$ cat src/rtl/sprite_renderer_ext.sv
// rtl/sprite_renderer_ext.sv - parametrised single-colour sprite renderer with flip, scaling and mirrored ROM
//
// Draws one sprite line per load/hstart handshake from a row-addressed bitmap ROM.
// Ports:
//   clk, reset        - clock, synchronous active-high reset
//   enable            - vstart accepted only while high (checked in IDLE)
//   vstart            - sprite top row reached; starts a sprite when idle
//   load              - safe to fetch the next ROM row
//   hstart            - sprite left column reached; starts drawing a fetched line
//   hflip, vflip      - flip controls, latched on an accepted vstart
//   rom_addr          - registered ROM row address
//   rom_bits          - ROM row data (combinational ROM)
//   gfx               - registered pixel output
//   in_progress       - high whenever the renderer is not idle
//   done              - one-cycle pulse after the last pixel of the sprite
module sprite_renderer_ext #(
  parameter int SPR_W      = 16,
  parameter int SPR_H      = 16,
  parameter int MIRROR     = 1,
  parameter int SCALE_LOG2 = 0,
  localparam int ROM_DW    = (MIRROR != 0) ? SPR_W / 2 : SPR_W,
  localparam int YW        = $clog2(SPR_H),
  localparam int XW        = $clog2(SPR_W)
) (
  input  logic              clk,
  input  logic              reset,
  input  logic              enable,
  input  logic              vstart,
  input  logic              load,
  input  logic              hstart,
  input  logic              hflip,
  input  logic              vflip,
  output logic [YW-1:0]     rom_addr,
  input  logic [ROM_DW-1:0] rom_bits,
  output logic              gfx,
  output logic              in_progress,
  output logic              done
);

  // Sub-pixel counters need at least one bit even when no scaling is used.
  localparam int SW = (SCALE_LOG2 > 0) ? SCALE_LOG2 : 1;
  localparam logic [SW-1:0] SUB_MAX = SW'((1 << SCALE_LOG2) - 1);

  typedef enum logic [2:0] {
    S_IDLE,
    S_WAIT_LOAD,
    S_LOAD_SETUP,
    S_LOAD_FETCH,
    S_WAIT_HSTART,
    S_DRAW
  } state_t;

  state_t            state_q, state_d;
  logic [YW-1:0]     ycount_q, ycount_d;
  logic [XW-1:0]     xcount_q, xcount_d;
  logic [SW-1:0]     ysub_q, ysub_d;
  logic [SW-1:0]     xsub_q, xsub_d;
  logic              hflip_q, hflip_d;
  logic              vflip_q, vflip_d;
  logic [ROM_DW-1:0] rowbits_q, rowbits_d;
  logic [YW-1:0]     rom_addr_q, rom_addr_d;
  logic              gfx_q, gfx_d;
  logic              done_q, done_d;

  logic              xsub_wrap, ysub_wrap, line_end;
  logic [XW-1:0]     col, mcol, idx;
  logic [SPR_W-1:0]  row_ext;

  assign xsub_wrap = (xsub_q == SUB_MAX);
  assign ysub_wrap = (ysub_q == SUB_MAX);
  assign line_end  = (xcount_q == XW'(SPR_W - 1)) && xsub_wrap;

  // Widths are powers of two, so W-1-x is just the bitwise complement.
  // In mirrored format the right half folds back onto the stored left half.
  assign col     = hflip_q ? ~xcount_q : xcount_q;
  assign mcol    = col[XW-1] ? ~col : col;
  assign idx     = (MIRROR != 0) ? mcol : col;
  assign row_ext = SPR_W'(rowbits_q);

  always_comb begin
    state_d    = state_q;
    ycount_d   = ycount_q;
    xcount_d   = xcount_q;
    ysub_d     = ysub_q;
    xsub_d     = xsub_q;
    hflip_d    = hflip_q;
    vflip_d    = vflip_q;
    rowbits_d  = rowbits_q;
    rom_addr_d = rom_addr_q;
    gfx_d      = 1'b0;
    done_d     = 1'b0;

    case (state_q)
      S_IDLE: begin
        ycount_d = '0;
        ysub_d   = '0;
        if (enable && vstart) begin
          hflip_d = hflip;
          vflip_d = vflip;
          state_d = S_WAIT_LOAD;
        end
      end
      S_WAIT_LOAD: begin
        xcount_d = '0;
        xsub_d   = '0;
        if (load) state_d = S_LOAD_SETUP;
      end
      S_LOAD_SETUP: begin
        rom_addr_d = vflip_q ? ~ycount_q : ycount_q;
        state_d    = S_LOAD_FETCH;
      end
      S_LOAD_FETCH: begin
        rowbits_d = rom_bits;
        state_d   = S_WAIT_HSTART;
      end
      S_WAIT_HSTART: begin
        if (hstart) state_d = S_DRAW;
      end
      S_DRAW: begin
        gfx_d  = row_ext[idx];
        xsub_d = xsub_wrap ? '0 : xsub_q + 1'b1;
        if (xsub_wrap) xcount_d = xcount_q + 1'b1;
        if (line_end) begin
          ysub_d = ysub_wrap ? '0 : ysub_q + 1'b1;
          if (ysub_wrap) ycount_d = ycount_q + 1'b1;
          if (ysub_wrap && (ycount_q == YW'(SPR_H - 1))) begin
            state_d = S_IDLE;
            done_d  = 1'b1;
          end else begin
            state_d = S_WAIT_LOAD;
          end
        end
      end
      default: state_d = S_IDLE;
    endcase
  end

  always_ff @(posedge clk) begin
    if (reset) begin
      state_q    <= S_IDLE;
      ycount_q   <= '0;
      xcount_q   <= '0;
      ysub_q     <= '0;
      xsub_q     <= '0;
      hflip_q    <= 1'b0;
      vflip_q    <= 1'b0;
      rowbits_q  <= '0;
      rom_addr_q <= '0;
      gfx_q      <= 1'b0;
      done_q     <= 1'b0;
    end else begin
      state_q    <= state_d;
      ycount_q   <= ycount_d;
      xcount_q   <= xcount_d;
      ysub_q     <= ysub_d;
      xsub_q     <= xsub_d;
      hflip_q    <= hflip_d;
      vflip_q    <= vflip_d;
      rowbits_q  <= rowbits_d;
      rom_addr_q <= rom_addr_d;
      gfx_q      <= gfx_d;
      done_q     <= done_d;
    end
  end

  assign rom_addr    = rom_addr_q;
  assign gfx         = gfx_q;
  assign done        = done_q;
  assign in_progress = (state_q != S_IDLE);

endmodule

$ cat config.mk
export PLATFORM = sky130hd
export DESIGN_NAME = sprite_renderer_ext
export DESIGN_NICKNAME = d
export VERILOG_FILES = /design/src/rtl/sprite_renderer_ext.sv
export SDC_FILE = /design/constraint.sdc
export NUM_CORES = 1
export LEC_CHECK = 0
export ABC_AREA = 1
export BUFFER_PORTS_ARGS = -buffer_cell sky130_fd_sc_hd__buf_2
export CAP_MARGIN = 20
export CORE_MARGIN = 8
export CORE_UTILIZATION = 49
export DETAILED_ROUTE_END_ITERATION = 10
export PLACE_DENSITY = 0.71
export SYNTH_ARGS = -nofsm -noshare
export SYNTH_HDL_FRONTEND = slang
export SYNTH_SLANG_ARGS = --single-unit
$ cat constraint.sdc
create_clock -name clk -period 1.3 [get_ports clk]
set_clock_uncertainty 0.2 [all_clocks]
set_input_delay 0.065 -clock clk [delete_from_list [all_inputs] [get_ports clk]]
set_output_delay 0.065 -clock clk [all_outputs]
set_load 0.01 [all_outputs]
==> impl_results.md <==
* Async set or reset register ratio after synthesis at 0%
* Clk root buf: clkbuf_4
* Min-delay src: rowbits_q[7]
* Synth Area in Adders at 1.84%
* RSZ-0062 raised after global routing: true
* WS Path Type: flop to flop
* Sequential-to-total area share from yosys stat at 39.8%
* Slew margin rel. at 71.9%
* Initial Util at 50.6%
* Clock transition at path regs at 0.16 ns
* WL final at 6780 um
* TritonCTS clock tree: done
* Synth Area in XOR/XNOR at 5.16%
* Worst-Margin Slew at 0.418 ns
* Vias in the first global route at 1634
* Yosys reg bits at 27
* Area of the core at 2690 um2
* TritonCTS Buffers at 3
* Layout cells sized above 1 at 60.0%
* Residual DRC at 0
* DIE WIDTH at 68.7 um
* Post-route ant nets at 0
* Vias at 1896
* Syn Nets at 207
* Top post-synthesis cells by area: dfxtp_1 (40%), nand2_1 (12%), a21oi_1 (6.3%)
* Failing checks: setup timing
* Crit end category: flop
* Clock latency on the worst-skew pair at 0.34 ns
* Peak VDD IR at 0.00103 V
* Initial antenna violation count at 1
* Port buffer count at 22
* Fin crit period at 1.62 ns
* Worst Reg-to-Reg Cells at 7
* I/O pin count at 23
* First-pass GRT wire length at 7610 um
* Pwr dens at 1050 nW/um2
* CP required at 1.33 ns
* Critical Path AT at 1.65 ns
* Main combinational cell family by area after synthesis: simple AND/OR/NAND/NOR gates
* Critical path peak fanout at 4
* Non-filler cells, final at 302
* Gate Count Post-Synth at 189
* TritonRoute pass-1 iters at 7
* Dpl hpwl at 2800 um
* # clock sinks at 27
* Die Area at 4710 um2
* Routed vias/inst at 6.28
* Top-count cell post-synth: nand2_1
* Area grow syn2layout at 81.2%
* Largest net degree at the start of global routing at 17
* Hold path endpoint: rowbits_q[7]
* Commonest cells in the netlist: nand2_1 (43), dfxtp_1 (27), a21oi_1 (17), o21ai_0 (17)
* DIE HEIGHT at 68.7 um
* Max Root-Sink Buffers at 2
* Yosys warning total at 0
* HP Class: flop to flop
* Gr usage total at 21.0%
* Routability cong. at 0.935
* WL/cell at 22.4 um
* Core Rows at 19
* Synth cell types at 30
* Grt ovf at 0
* Status: finished with violations
* Inst Count DP at 266
* Synth area leader: dfxtp_1
* LEAKAGE at 1.09 nW
* Post-synth top flop: dfxtp_1
* Worst r2r dst: rowbits_q[1]
* Startpoint Class: flop
* Layout fillers at 101
* Mean Syn Cell Area at 7.19 um2
* Post-synth top area share at 39.8%
* Finish-stage setup viols at 28
* Reg2reg setup slack at -0.32 ns
* Final Cycle Share at 125%
* Worst R2R Start: state_q[0]
* Starting DRT DRC Count at 220
* Final Cell Area at 2460 um2
* Max Cap Viol at 0
* Simple-Gate Fraction of Synth Area at 28.7%
* Post-synth EDFFs at 0
* Worst hold stages at 2
* Setup ws final at -0.321 ns
* Compound-Gate Fraction of Synth Area at 16.9%
* Cell Area, Synth at 1360 um2
* # nets final at 289
* Final Hold Viols at 0
* Fmax at 617 MHz
* Post-synthesis mux area share at 0%
* Slew Viols, Final at 0
* Htree depth at 1
* Area of placed instances at 1740 um2
==> metal layers <==
metal	GRT usage, %	vias up	part of all wire (%)
met5	0	-	0
met2	37.0	171	48
met4	9.72	0	7.7
li1	-	786	-
met3	5.01	72	11
met1	23.2	867	34
==> critical path, stage by stage (launching register included) <==
cell and delay [ns]:
dfxtp_2 0.37, inv_4 0.09, buf_6 0.11, nor3_4 0.04, buf_6 0.13, buf_4 0.14, o21ai_0 0.35, nor2_1 0.09
==> where the power goes <==
group          total (mW)  switching, mW  leakage, nW  internal (mW)
Combinational        1.22          0.694        0.846          0.527
Sequential          0.964         0.0766        0.224          0.888
Clock               0.393          0.273       0.0183          0.120
Total                2.58           1.04         1.09           1.53
==> cell usage in the layout, fill, tap and decap left out, types with 4 or more instances in the layout <==
cell type / count
inv_1: 8
buf_6: 10
a21oi_1: 8
xnor2_1: 4
nand3_2: 5
a21oi_2: 9
nor2_2: 4
o21ai_1: 8
dfxtp_4: 6
buf_4: 34
nand2_4: 17
nor2_4: 6
buf_2: 22
dlygate4sd3_1: 15
o21ai_2: 6
nand2_2: 15
dfxtp_1: 20
nand2_1: 15
nor2_1: 8
o21ai_0: 6
inv_4: 7
==> sequential cells by signal, indices dropped and copies added (netlist names) <==
register	cells
ycount_q	4
gfx	1
hflip_q	1
rowbits_q	8
xcount_q	4
rom_addr	4
vflip_q	1
done	1
state_q	3
==> how the worst max path moves through the flow <==
stage                     start            to
global placement        hflip_q           gfx
CTS                  state_q[0]  rowbits_q[0]
finish               state_q[0]  rowbits_q[1]
detailed placement      hflip_q           gfx
global route         state_q[0]   ycount_q[2]
floorplan           xcount_q[1]   ycount_q[0]
==> metrics by stage <==
| step | setup TNS [ns] | total power [mW] | utilization [%] | setup slack, ns | hold slack, ns |
|---|---|---|---|---|---|
| after global placement | -0.970 | 1.56 | 64.8 | -0.128 | 0.100 |
| after floorplan | -0.177 | 1.36 | - | -0.0438 | -0.0730 |
| final | -5.00 | 2.58 | 91.7 | -0.321 | 0.290 |
| after global routing | -5.68 | 2.65 | 91.7 | -0.356 | 0.306 |
| after CTS | -2.06 | 2.17 | 79.5 | -0.175 | 0.273 |
| after detailed placement | -1.74 | 1.59 | 64.8 | -0.231 | 0.104 |
==> final cells by class <==
cell class	count	area [um2]	share of cell area, %
sequential	27	564	22.9
clock buffer	3	22.5	0.915
timing repair inverter	1	7.51	0.305
timing repair buffer	82	648	26.3
clock inverter	1	6.26	0.254
multi-input combinational	137	1070	43.4
tap	31	38.8	1.58
inverter	19	103	4.17
antenna	1	2.50	0.102
==> kinds of logic (layout without fill, tap and decap cells) <==
family,count (synthesis),count (layout)
AO/OA/AOI/OAI,42,42
flip-flops,27,27
adder cells (fa/ha/maj),2,2
XOR/XNOR,8,8
AND/OR/NAND/NOR,85,85
buffers and inverters,25,106
other,0,1
==> timing repair <==
item	in CTS	in global routing
hold endpoints to repair	18	0
cloned	1	1
setup endpoints to repair	21	28
buffers inserted	7	8
pin swaps	19	23
gates resized for setup	52	71
hold buffers	15	0
Power figures use the tool's default switching activity.
